**src/rtl/pc_fetch_ctrl_pkg.sv**
```systemverilog
`default_nettype none
// ============================================================================
// Module      : pc_fetch_ctrl_pkg
// Description : Shared definitions for the instruction-fetch front end:
//               bus widths, default reset vector and the fetch FSM encoding.
// Revision    : 1.0 - initial release
// ============================================================================
package pc_fetch_ctrl_pkg;

  // Bus widths
  localparam int unsigned XLEN   = 32;
  localparam int unsigned INST_W = 32;

  // Default fetch address after reset (MIPS-style boot vector)
  localparam logic [XLEN-1:0] RESET_PC_DEFAULT = 32'hBFC0_0000;

  // Fetch FSM states, explicit 2-bit encoding
  typedef enum logic [1:0] {
    ST_FETCH = 2'd0,  // issuing sequential requests at pc
    ST_DROP  = 2'd1,  // waiting out a stale request after a redirect
    ST_HALT  = 2'd2   // parked after a misaligned redirect target
  } fetch_state_e;

endpackage : pc_fetch_ctrl_pkg
`default_nettype wire

```
**src/rtl/pc_fetch_ctrl.sv**
```systemverilog
`default_nettype none
// ============================================================================
// Module      : pc_fetch_ctrl
// Description : Program-counter and instruction-fetch controller. Issues
//               sequential word fetches, holds one fetched word in an output
//               slot for decode, and handles branch/exception redirects
//               including redirects that arrive while a request is in flight.
// Revision    : 1.0 - initial release
//
// Ports
//   clk            in   1   clock, rising edge
//   rst            in   1   asynchronous reset, active low
//   stall          in   1   decode cannot accept the slot this cycle
//   branch_valid   in   1   branch redirect request
//   branch_target  in   32  branch redirect address
//   exc_valid      in   1   exception/eret redirect request (has priority)
//   exc_target     in   32  exception redirect address
//   imem_req       out  1   instruction memory request
//   imem_addr      out  32  request address
//   imem_ack       in   1   request completed, imem_rdata valid
//   imem_rdata     in   32  fetched word
//   if_valid       out  1   slot holds a word for decode
//   if_pc          out  32  address of the slot word
//   if_inst        out  32  slot word
//   if_adel        out  1   slot reports an address-error (misaligned fetch)
// ============================================================================
module pc_fetch_ctrl
  import pc_fetch_ctrl_pkg::*;
#(
  parameter logic [XLEN-1:0] RESET_PC = RESET_PC_DEFAULT
) (
  input  logic              clk,
  input  logic              rst,
  input  logic              stall,
  input  logic              branch_valid,
  input  logic [XLEN-1:0]   branch_target,
  input  logic              exc_valid,
  input  logic [XLEN-1:0]   exc_target,
  output logic              imem_req,
  output logic [XLEN-1:0]   imem_addr,
  input  logic              imem_ack,
  input  logic [INST_W-1:0] imem_rdata,
  output logic              if_valid,
  output logic [XLEN-1:0]   if_pc,
  output logic [INST_W-1:0] if_inst,
  output logic              if_adel
);

  fetch_state_e       state_q, state_d;
  logic [XLEN-1:0]    pc_q, pc_d;
  logic [XLEN-1:0]    pend_pc_q, pend_pc_d;
  logic               if_valid_q, if_valid_d;
  logic               if_adel_q, if_adel_d;
  logic [XLEN-1:0]    if_pc_q, if_pc_d;
  logic [INST_W-1:0]  if_inst_q, if_inst_d;

  logic               w_redirect;
  logic [XLEN-1:0]    w_target;
  logic               w_accept;
  logic               w_consume;

  assign w_redirect = exc_valid | branch_valid;
  assign w_target   = exc_valid ? exc_target : branch_target;
  assign w_accept   = imem_req & imem_ack;
  assign w_consume  = if_valid_q & ~stall;

  // --------------------------------------------------------------------------
  // State register
  // --------------------------------------------------------------------------
  always_ff @(posedge clk or negedge rst) begin
    if (!rst) begin
      state_q    <= ST_FETCH;
      pc_q       <= RESET_PC;
      pend_pc_q  <= '0;
      if_valid_q <= 1'b0;
      if_adel_q  <= 1'b0;
      if_pc_q    <= '0;
      if_inst_q  <= '0;
    end else begin
      state_q    <= state_d;
      pc_q       <= pc_d;
      pend_pc_q  <= pend_pc_d;
      if_valid_q <= if_valid_d;
      if_adel_q  <= if_adel_d;
      if_pc_q    <= if_pc_d;
      if_inst_q  <= if_inst_d;
    end
  end

  // --------------------------------------------------------------------------
  // Next-state and slot logic
  // --------------------------------------------------------------------------
  always_comb begin
    state_d    = state_q;
    pc_d       = pc_q;
    pend_pc_d  = pend_pc_q;
    if_valid_d = if_valid_q;
    if_adel_d  = if_adel_q;
    if_pc_d    = if_pc_q;
    if_inst_d  = if_inst_q;

    if (w_consume) begin
      if_valid_d = 1'b0;
      if_adel_d  = 1'b0;
    end

    if (w_redirect) begin
      // Decode only redirects after taking any delay-slot word, so the slot
      // is always flushed here, stall or not.
      if_valid_d = 1'b0;
      if_adel_d  = 1'b0;
      if (w_target[1:0] != 2'b00) begin
        // Misaligned target: report it through the slot, never fetch it.
        if_valid_d = 1'b1;
        if_adel_d  = 1'b1;
        if_pc_d    = w_target;
        if_inst_d  = '0;
        state_d    = ST_HALT;
      end else if (!imem_req || imem_ack) begin
        // Nothing left in flight (or it completes now and is dropped).
        pc_d    = w_target;
        state_d = ST_FETCH;
      end else begin
        // Request still outstanding: let it finish, then go to the target.
        // In DROP this simply overwrites the earlier pending target.
        pend_pc_d = w_target;
        state_d   = ST_DROP;
      end
    end else begin
      unique case (state_q)
        ST_FETCH: begin
          // imem_req is already gated off when the slot cannot take a word.
          if (w_accept) begin
            if_valid_d = 1'b1;
            if_adel_d  = 1'b0;
            if_pc_d    = pc_q;
            if_inst_d  = imem_rdata;
            pc_d       = pc_q + 32'd4;
          end
        end
        ST_DROP: begin
          if (imem_ack) begin
            pc_d    = pend_pc_q;
            state_d = ST_FETCH;
          end
        end
        ST_HALT: begin
          // Parked until the next redirect.
        end
        default: begin
          state_d = ST_FETCH;
        end
      endcase
    end
  end

  // --------------------------------------------------------------------------
  // Output logic
  // --------------------------------------------------------------------------
  always_comb begin
    imem_req = 1'b0;
    unique case (state_q)
      ST_FETCH: imem_req = ~(if_valid_q & stall);
      ST_DROP:  imem_req = 1'b1;
      ST_HALT:  imem_req = 1'b0;
      default:  imem_req = 1'b0;
    endcase
    // No request may be presented while reset is held.
    if (!rst) begin
      imem_req = 1'b0;
    end
  end

  // In DROP pc still holds the stale address, keeping it stable until ack.
  assign imem_addr = pc_q;
  assign if_valid  = if_valid_q;
  assign if_adel   = if_adel_q;
  assign if_pc     = if_pc_q;
  assign if_inst   = if_inst_q;

endmodule : pc_fetch_ctrl
`default_nettype wire

```
**config.mk**
```make
export PLATFORM = sky130hd
export DESIGN_NAME = pc_fetch_ctrl
export DESIGN_NICKNAME = d
export VERILOG_FILES = /design/src/rtl/pc_fetch_ctrl_pkg.sv /design/src/rtl/pc_fetch_ctrl.sv
export SDC_FILE = /design/constraint.sdc
export NUM_CORES = 1
export LEC_CHECK = 0
export CAP_MARGIN = 20
export CORE_MARGIN = 1.5
export CORE_UTILIZATION = 43
export DETAILED_ROUTE_END_ITERATION = 16
export GPL_TIMING_DRIVEN = 0
export PLACE_DENSITY = 0.79
export SYNTH_ARGS = -nofsm -noshare
export SYNTH_HDL_FRONTEND = slang
export SYNTH_SLANG_ARGS = --single-unit
```
**constraint.sdc**
```tcl
create_clock -name clk -period 1.8 [get_ports clk]
set_input_delay 0.18 -clock clk [delete_from_list [all_inputs] [get_ports clk]]
set_output_delay 0.18 -clock clk [all_outputs]
set_load 0.03 [all_outputs]
```
==> flow_summary.yaml <==
status:
  status: "finished with violations"
  violations: "setup timing"
min_path:
  min_to: "if_inst[10]"
  hold_class: "in -> reg"
  worstHoldStart: "imem_rdata[10]"
  hold_path_depth: 3
route:
  wl_um: 26800
  first_iter_violations: 764
  antenna_left: 0
  drt-pass1-iter-count: 6
  drc_errors: 0
  wl_per_cell_um: 21.1
  num_vias: 7570
  routed_via_density: 5.97
power:
  ir_worst_vdd_mv: 0.791
  finalPower_mw: 11.2
  pwr-share-seq_pct: 36.4
  leakage_nw: 4.80
  p_comb_share_pct: 32.8
  switchingPower_mw: 3.86
  p_per_area_mw_per_mm2: 1030
  intPower_mw: 7.34
  netSwitchingFraction_pct: 34.4
  pwr-share-clk_pct: 30.8
synth:
  avgSynthCellArea_um2: 8.91
  synth_edf_count: 0
  synth_seq_cells: 132
  synthCells: 762
  yosys.cell_types.count: 61
  synth_top_area_cell: "dfrtp_1"
  synthTopCellsByArea: "dfrtp_1 (45%), nand2_1 (8.0%), o21ai_0 (4.9%)"
  yosys_warnings: 0
  synthFlopType: "dfrtp_1"
  syn-num-nets: 865
  synth_most_common_cell: "nand2_1"
  synth_top_area_share_pct: 45.3
  async_flop_share_pct: 100
  syn_area_mm2: 0.00679
  synth_commonest_cells: "nand2_1 (144), dfrtp_1 (123), nor2_1 (69), o21ai_0 (66), a21oi_1 (56)"
  ys_seq_area_share_pct: 48.8
clock_tree:
  cts-htree-levels: 4
  cts_tree: "yes"
  root_buffer: "clkbuf_16"
  clkTransAtPathRegs_ns: 0.06
  cts_sinks: 132
  clk-insertion-delay-late_ns: 0.43
  cts_buffers: 17
  clock_path_buffers: 2
placement:
  portBuffers: 199
  place_ws_ns: -0.938
  placed_area_mm2: 0.00913
  dp.cells: 1173
  hpwl_um: 16100
  place_congestion: 0.913
setup_path:
  critical_path_arrival_ns: 2.40
  worstRegToRegCells: 5
  critPathLaunch: "imem_addr[22]"
  cp_max_fo: 4
  cpPeakStageDelay_ns: 0.57
  path_cells: "nand4_1 -> nor3_2 -> nand3_2 -> o41a_1 -> o21ai_1"
  reg2reg_to: "imem_addr[30]"
  slowest_stage: "dfstp_2"
  end_kind: "flop"
  r2r_slack_ns: -0.25
  path_class: "reg -> reg"
  crit_required_ns: 2.15
  start_kind: "flop"
  r2r_start: "imem_addr[22]"
finish:
  drive_above_1_share_pct: 21.8
  antenna_cells: 0
  fin_cells: 1269
  final_cell_area_mm2: 0.0108
  area_growth_pct: 59.3
  final_nets: 1148
  final_util_pct: 70.6
timing:
  period_minus_slack_ns: 2.05
  setup-tns-final_ns: -1.39
  fin_crit_sh_pct: 114
  fmax_mhz: 487
  setup_viol: 14
  rsz0062_at_grt: "yes"
  tightest_slew_ns: 0.894
  drv_slew: 0
  skew_ns: 0.00697
  hold_viol: 0
  whs_ns: 0.299
  max_slew_margin_pct: 40.2
  layout_setup_ws_ns: -0.252
die:
  start_util_pct: 44.3
  num_rows: 45
  die-area_mm2: 0.0166
  die_width_um: 129
  core_area_mm2: 0.0153
  ios: 201
  die_h_um: 129
global_route:
  first_global_vias: 7192
  grt.total_usage_pct: 30.7
  overflow: 0
  grt_start_max_net_pins: 48
  grt_pass1_wl_um: 38700
  antenna_found_initial: 0
run:
  maxCapViolations: 0
[final cells by class]
class / count / area, um2
plain buffers: 58 / 403
clock buffers: 27 / 503
clock inverters: 5 / 75.1
fillers: 1138 / 4500
inverters: 4 / 15.0
multi-input cells: 566 / 3460
flip-flops and latches: 132 / 3340
well taps: 211 / 264
repair buffers: 266 / 2760
[cells in the final DEF (no fill, tap or decap), types with 17 or more instances in the layout]
master	Yosys	final
clkdlybuf4s50_1	0	177
nand2_1	144	142
dfrtp_1	123	102
nor2_1	69	66
o21ai_0	66	64
a21oi_1	56	55
buf_4	4	54
nand3_1	43	39
mux2i_1	31	31
o31ai_1	31	22
dfrtp_2	0	21
clkbuf_16	0	18
o21ai_1	18	17
[worst max-delay path: cells and delay by family (launching register included)]
| family | cells | cell delay [ns] |
|---|---|---|
| AO/OA/AOI/OAI | 2 | 0.47 |
| AND/OR/NAND/NOR | 3 | 0.93 |
| flip-flops | 1 | 0.57 |
[flip-flops by register name (all words and copies together), names as in the netlist]
register and flops:
if_inst 32, if_pc 32, imem_addr 32, pend_pc_q 32, state_q 2, if_adel 1
if_valid 1
[worst max-delay path by stage]
stage | to | slack [ns]
floorplan | imem_addr[20] | -0.02
global placement | imem_addr[17] | -5.37
detailed placement | pend_pc_q[7] | -0.94
CTS | imem_addr[9] | -0.08
global route | imem_addr[30] | -0.24
finish | imem_addr[30] | -0.25
[per-layer routing]
layer	part of all wire, %	global-route usage, %	vias up
met5	0	0	-
met4	5.9	17.2	0
met3	10	5.99	135
met2	46	49.7	526
met1	38	38.7	3607
li1	-	-	3302
[power by group through the flow]
stage	logic, mW	registers (mW)	clock network, mW
2_1_floorplan	1.03	4.68	0
5_1_grt	3.88	4.12	3.60
4_1_cts	3.35	4.03	3.45
3_3_place_gp	3.02	4.08	0
6_report	3.67	4.07	3.45
3_5_place_dp	3.07	4.09	0
[logic make-up after synthesis]
logic type / synth area share [%]
compound gates: 21.0
buf+inv: 4.40
mux: 5.23
flops: 48.8
fa+ha+maj: 0.184
simple gates: 20.3
xor+xnor: 0.129
[repair_timing]
action                                  CTS  global route
resized for setup                        78            65
setup buffers                            28            23
hold buffers                              5             5
cloned                                    5             0
endpoints found under the hold margin    53            39
endpoints found under the setup margin  142           126
pin swaps                                11            21
No activity file was read; power rests on OpenSTA's default activity.
==> RTL edit 1: new RTL, config.mk and constraints unchanged <==
The 3 states of `fetch_state_e` get a one-hot encoding in 3 bits.
--- a/src/rtl/pc_fetch_ctrl_pkg.sv
+++ b/src/rtl/pc_fetch_ctrl_pkg.sv
@@ -15,10 +15,10 @@
   localparam logic [XLEN-1:0] RESET_PC_DEFAULT = 32'hBFC0_0000;
 
   // Fetch FSM states, explicit 2-bit encoding
-  typedef enum logic [1:0] {
-    ST_FETCH = 2'd0,  // issuing sequential requests at pc
-    ST_DROP  = 2'd1,  // waiting out a stale request after a redirect
-    ST_HALT  = 2'd2   // parked after a misaligned redirect target
+  typedef enum logic [2:0] {
+    ST_FETCH = 3'b001,  // issuing sequential requests at pc
+    ST_DROP  = 3'b010,  // waiting out a stale request after a redirect
+    ST_HALT  = 3'b100   // parked after a misaligned redirect target
   } fetch_state_e;
 
 endpackage : pc_fetch_ctrl_pkg
Function: no difference found for any inputs over 4 cycles, from zero or initial values and one cycle with rst low; so few cycles prove little.
==> RTL edit 1 against the unedited design <==
- the flow finishes with violations (hold timing, setup timing)
- design area is 3.5% higher
- critical path depth is 2 higher
- clock power is 15% higher
- area after synthesis is 1.4% lower
- worst setup slack better by 120 ps
- total power is 2.0% higher
- non-clock buffer count is 12 lower
- wire length is 3.0% lower
- sequential cell count is 1 higher
- clock skew hardly changed
- highest routed layer unchanged
==> RTL edit 1: results (changes against the unedited design) <==
Status: finished, violations left (unchanged). The final setup violation count is 87 (was 14). The number of input and output port buffers inserted was 200 (was 199). The first-pass GRT wire length is 36.9 mm (was 38.7 mm). The number of iterations in the first detailed-routing pass came out at 7 (was 6). The slowest library cell on the worst path is sky130_fd_sc_hd__nor4_4 (was sky130_fd_sc_hd__dfstp_2). The total routed wirelength came out at 25.9 mm (was 26.8 mm). The worst slack on hold paths is -247 ps (was 299 ps).

The smallest setup slack after layout came out at -131 ps (was -252 ps). Violated checks: hold timing, setup timing (was setup timing). Most used standard cells in the synthesized netlist: 130 x sky130_fd_sc_hd__nand2_1, 123 x sky130_fd_sc_hd__dfrtp_1, 105 x sky130_fd_sc_hd__nor2_1, 101 x sky130_fd_sc_hd__o21ai_0, 91 x sky130_fd_sc_hd__a21oi_1 (was 144 x sky130_fd_sc_hd__nand2_1, 123 x sky130_fd_sc_hd__dfrtp_1, 69 x sky130_fd_sc_hd__nor2_1, 66 x sky130_fd_sc_hd__o21ai_0, 56 x sky130_fd_sc_hd__a21oi_1). The critical path data arrival time came to 2290 ps (was 2400 ps).

The final weighted congestion in routability-driven placement came out at 0.909 (was 0.913). The count of final hold-check violations came out at 54 (was 0). The routed wirelength normalized by instance count is 20.5 um (was 21.1 um). The number of instances resized during post-cts repair came out at 154 (was 78). The cell count after placement came to 1180 (was 1173). The violation count after the first detailed-routing iteration came to 767 (was 764). The global router's overall resource usage was 29.2% (was 30.7%).

The global routing usage on met1 came out at 35.9% (was 38.7%). The post-synth net total came out at 894 (was 865). The fraction of met2 tracks used by global routing was 47.4% (was 49.7%). The worst setup slack before clock tree synthesis is -980 ps (was -938 ps). The sequential element share of the synthesized area is 49.9% (was 48.8%). The timing startpoint of the critical path is imem_addr[10]$_DFFE_PN0P_ (was imem_addr[22]$_DFFE_PN1P_).
RTL edit 1: cells by family after synthesis:
| group | after synthesis | synth area share [%] |
|---|---|---|
| muxes | 32 | 4.79 |
| DFF | 133 | 49.9 |
| adders and majority gates | 1 | 0.187 |
| AOI/OAI and AO/OA | 268 | 22.0 |
| xor gates and xnor gates | 1 | 0.131 |
| buffers and inverters | 70 | 4.21 |
| and+or+nand+nor | 286 | 18.8 |
RTL edit 1: area by class of cell:
class,count,area (um^2),area share (%)
buffer,53,554,4.95
clock buffer,23,498,4.45
clock inverter,9,170,1.52
inverter,13,48.8,0.436
multi-input combinational,588,3710,33.1
sequential,133,3360,30.0
tap,188,235,2.10
timing repair buffer,259,2630,23.5
RTL edit 1: routing by layer:
layer  part of all wire, %  vias to the layer above  wire (um)
li1                      -                     3301          -
met1                    37                     3628       9700
met2                    48                      525      12400
met3                    11                      130       2750
met4                   4.3                        0       1130
met5                     0                        -          0
RTL edit 1: path summary, 6_finish.rpt:
kind / end / slack, ps / cells past startpoint
max: imem_addr[22]$_DFFE_PN1P_ / -130 / 7
min reg2reg: pend_pc_q[1]$_DFFE_PN0P_ / 510 / 1
min: pend_pc_q[18]$_DFFE_PN0P_ / -250 / 1
max in group asynchronous: imem_addr[3]$_DFFE_PN0P_ / 1250 / 2
max reg2reg: imem_addr[22]$_DFFE_PN1P_ / -130 / 7
min in group clk: if_inst[26]$_DFFE_PN0P_ / 280 / 3
RTL edit 1: power groups by stage:
stage                     registers, mW  logic [mW]  clock network, mW
final                              4.09        3.35               3.97
after floorplan                    4.52       0.913                  0
after global placement             4.03        2.62                  0
after CTS                          3.99        2.91               3.95
after global routing               4.14        3.54               4.10
after detailed placement           4.04        2.67                  0
==> RTL edit 2: new RTL, same flow settings <==
Made on the original files. Set the package constant `XLEN` to 48 (it was 32).
--- a/src/rtl/pc_fetch_ctrl_pkg.sv
+++ b/src/rtl/pc_fetch_ctrl_pkg.sv
@@ -8,7 +8,7 @@
 package pc_fetch_ctrl_pkg;
 
   // Bus widths
-  localparam int unsigned XLEN   = 32;
+  localparam int unsigned XLEN   = 48;
   localparam int unsigned INST_W = 32;
 
   // Default fetch address after reset (MIPS-style boot vector)
Interface: changed (resized branch_target, exc_target, if_pc and imem_addr); port bits go from 201 to 265. No check against the original RTL was run, so the function may have changed too.
==> RTL edit 2 against the unedited design <==
- the run still ends with setup timing left
- sequential cell count is 48 higher
- sequential power is 45% higher
- sequential share of layout area is 2.6 points lower
- critical path depth is 2 higher
- worst setup slack worse by 56 ps
- total power is 42% higher
- design area is 48% higher
- non-clock buffer count is 137 higher
- count of clock-buffer cells in the layout is 9 lower
- wire length is 67% higher
- area after synthesis is 41% higher
- via count is 52% higher
- critical path type unchanged
- largest power group is now combinational cells
==> RTL edit 2: results (changes against the unedited design) <==
The post-synth net total is 1241 (was 865). The transition time of the tightest slew-check pin was 743 ps (was 894 ps). The cell leakage power was 6.98 nW (was 4.80 nW). The number of distinct library cells after synthesis was 73 (was 61). The fraction of met2 tracks used by global routing was 54.2% (was 49.7%).

The final setup violation count came out at 150 (was 14). Top post-synthesis cells by area: sky130_fd_sc_hd__dfrtp_1 45%, sky130_fd_sc_hd__nand2_1 7.8%, sky130_fd_sc_hd__a21oi_1 5.2% (was sky130_fd_sc_hd__dfrtp_1 45%, sky130_fd_sc_hd__nand2_1 8.0%, sky130_fd_sc_hd__o21ai_0 4.9%). The total negative slack for setup checks came out at -10750 ps (was -1390 ps). The global-route met3 utilization came out at 7.44% (was 5.99%). The smallest setup slack after layout is -307 ps (was -252 ps). The routed wirelength normalized by instance count came out at 24.9 um (was 21.1 um). The latest clock arrival within the worst-skew pair is 450 ps (was 430 ps). The number of iterations in the first detailed-routing pass came out at 8 (was 6). The hold path endpoint is if_inst[2]$_DFFE_PN0P_ (was if_inst[10]$_DFFE_PN0P_). Violated checks: setup timing (unchanged). The global routing usage on met1 was 44.8% (was 38.7%).

The initial antenna violation count is 1 (was 0). The worst vdd rail ir drop is 652 uV (was 791 uV). The end of the worst register-to-register path is imem_addr[25]$_DFFE_PN1P_ (was imem_addr[30]$_DFFE_PN0P_). The leading register cell type out of synthesis is sky130_fd_sc_hd__dfrtp_1 (unchanged). The average vias per placed instance came to 6.38 (was 5.97). The critical path data arrival time was 2480 ps (was 2400 ps).

The highest net fanout along the worst path was 8 (was 4). The critical path's largest stage delay is 410 ps (was 570 ps). The critical register-to-register path startpoint is imem_addr[4]$_DFFE_PN0P_ (was imem_addr[22]$_DFFE_PN1P_).

Status: finished, violations left (unchanged). The slowest library cell on the worst path is sky130_fd_sc_hd__dfrtp_2 (was sky130_fd_sc_hd__dfstp_2). The startpoint of the most critical hold path is imem_rdata[2] (was imem_rdata[10]). The global router's overall resource usage is 34.4% (was 30.7%).

The final weighted congestion in routability-driven placement came to 0.982 (was 0.913). Most used standard cells in the synthesized netlist: 198 x sky130_fd_sc_hd__nand2_1, 171 x sky130_fd_sc_hd__dfrtp_1, 122 x sky130_fd_sc_hd__nor2_1, 99 x sky130_fd_sc_hd__a21oi_1, 76 x sky130_fd_sc_hd__o21ai_0 (was 144 x sky130_fd_sc_hd__nand2_1, 123 x sky130_fd_sc_hd__dfrtp_1, 69 x sky130_fd_sc_hd__nor2_1, 66 x sky130_fd_sc_hd__o21ai_0, 56 x sky130_fd_sc_hd__a21oi_1). The first-pass GRT wire length is 62.3 mm (was 38.7 mm).

The number of global-route vias before repair is 10800 (was 7192). The violation count after the first detailed-routing iteration came out at 1571 (was 764). The cell depth of the worst flop-to-flop path is 7 (was 5). The number of input and output port buffers inserted came out at 264 (was 199).

The pin count of the biggest net entering global routing came out at 50 (was 48). The share of cells above drive strength 1 came to 30.9% (was 21.8%). The detailed placement HPWL is 25.9 mm (was 16.1 mm). The final net count was 1638 (was 1148). The sequential element share of the synthesized area was 47.3% (was 48.8%).

The clock skew after layout is 15.4 ps (was 6.97 ps).
RTL edit 2: changes by cell type after synthesis, sizes merged, moves of 13 or more:
| cell | change |
|---|---|
| nor2 | +48 |
| o31ai | -23 |
| buf | -13 |
| clkbuf | +36 |
| o21ai | +41 |
| nand2 | +56 |
| mux2i | +16 |
| a21oi | +44 |
| dfrtp | +48 |
| nand4 | +13 |
RTL edit 2: layout make-up:
type / count / area [um^2]
fillers: 1410 / 5790
multi-input cells: 827 / 5690
flip-flops and latches: 180 / 4540
repair buffers: 382 / 3960
plain buffers: 79 / 843
clock buffers: 18 / 439
well taps: 280 / 350
clock inverters: 14 / 145
inverters: 16 / 60.1
diodes: 1 / 2.50
RTL edit 2: worst max-delay path by stage:
stage | end | cells after the start
2_1_floorplan | imem_addr[33]$_DFFE_PN0P_ | 5
3_3_place_gp | imem_addr[10]$_DFFE_PN0P_ | 1
3_5_place_dp | if_pc[24]$_DFFE_PN0P_ | 9
4_1_cts | imem_addr[33]$_DFFE_PN0P_ | 5
5_1_grt | imem_addr[25]$_DFFE_PN1P_ | 7
6_report | imem_addr[25]$_DFFE_PN1P_ | 7
RTL edit 2: logic make-up (layout without fill, tap and decap cells):
family / after synthesis / after routing / synth area share (%)
buf+inv: 99 / 509 / 4.87
simple gates: 449 / 449 / 21.7
flops: 180 / 180 / 47.3
compound gates: 327 / 327 / 20.7
other cells: 0 / 1 / 0
fa+ha+maj: 1 / 1 / 0.131
mux: 50 / 50 / 5.28
RTL edit 2: routing by layer:
metal	share of wire (%)	wire length [um]
met1	36	16200
met5	0	0
met3	12	5240
met4	7.4	3310
met2	45	20100
RTL edit 2: what timing repair did:
action	CTS	global route
pin swaps	31	34
hold buffers	9	0
cloned	9	8
setup buffers	68	23
hold endpoints to repair	131	0
setup endpoints to repair	211	182
resized for setup	268	245
RTL edit 2: tightest hold or removal path: cells and delay by family:
| family | cells | cell delay (ps) |
|---|---|---|
| buf+inv | 1 | 390 |
| simple gates | 2 | 110 |
RTL edit 2: metrics by stage:
stage / total power, mW / setup slack [ps] / std cells / hold WS, ps / instance area [um^2]
detailed placement: 10.6 / -1460 / 1651 / 234 / 12700
global placement: 10.4 / -7820 / 1650 / 449 / 12700
finish: 15.9 / -307 / 1797 / 272 / 16000
floorplan: 8.30 / -229 / 1106 / -116 / 9720
global route: 16.4 / -371 / 1797 / 276 / 16000
CTS: 14.9 / -163 / 1768 / 269 / 14900
RTL edit 2: report_power, final:
group | switching [mW] | total, mW | leakage [nW] | internal, mW
registers | 0.989 | 5.92 | 2.18 | 4.93
clock network | 1.83 | 3.83 | 0.283 | 1.99
logic | 3.50 | 6.18 | 4.52 | 2.67
total | 6.33 | 15.9 | 6.98 | 9.59
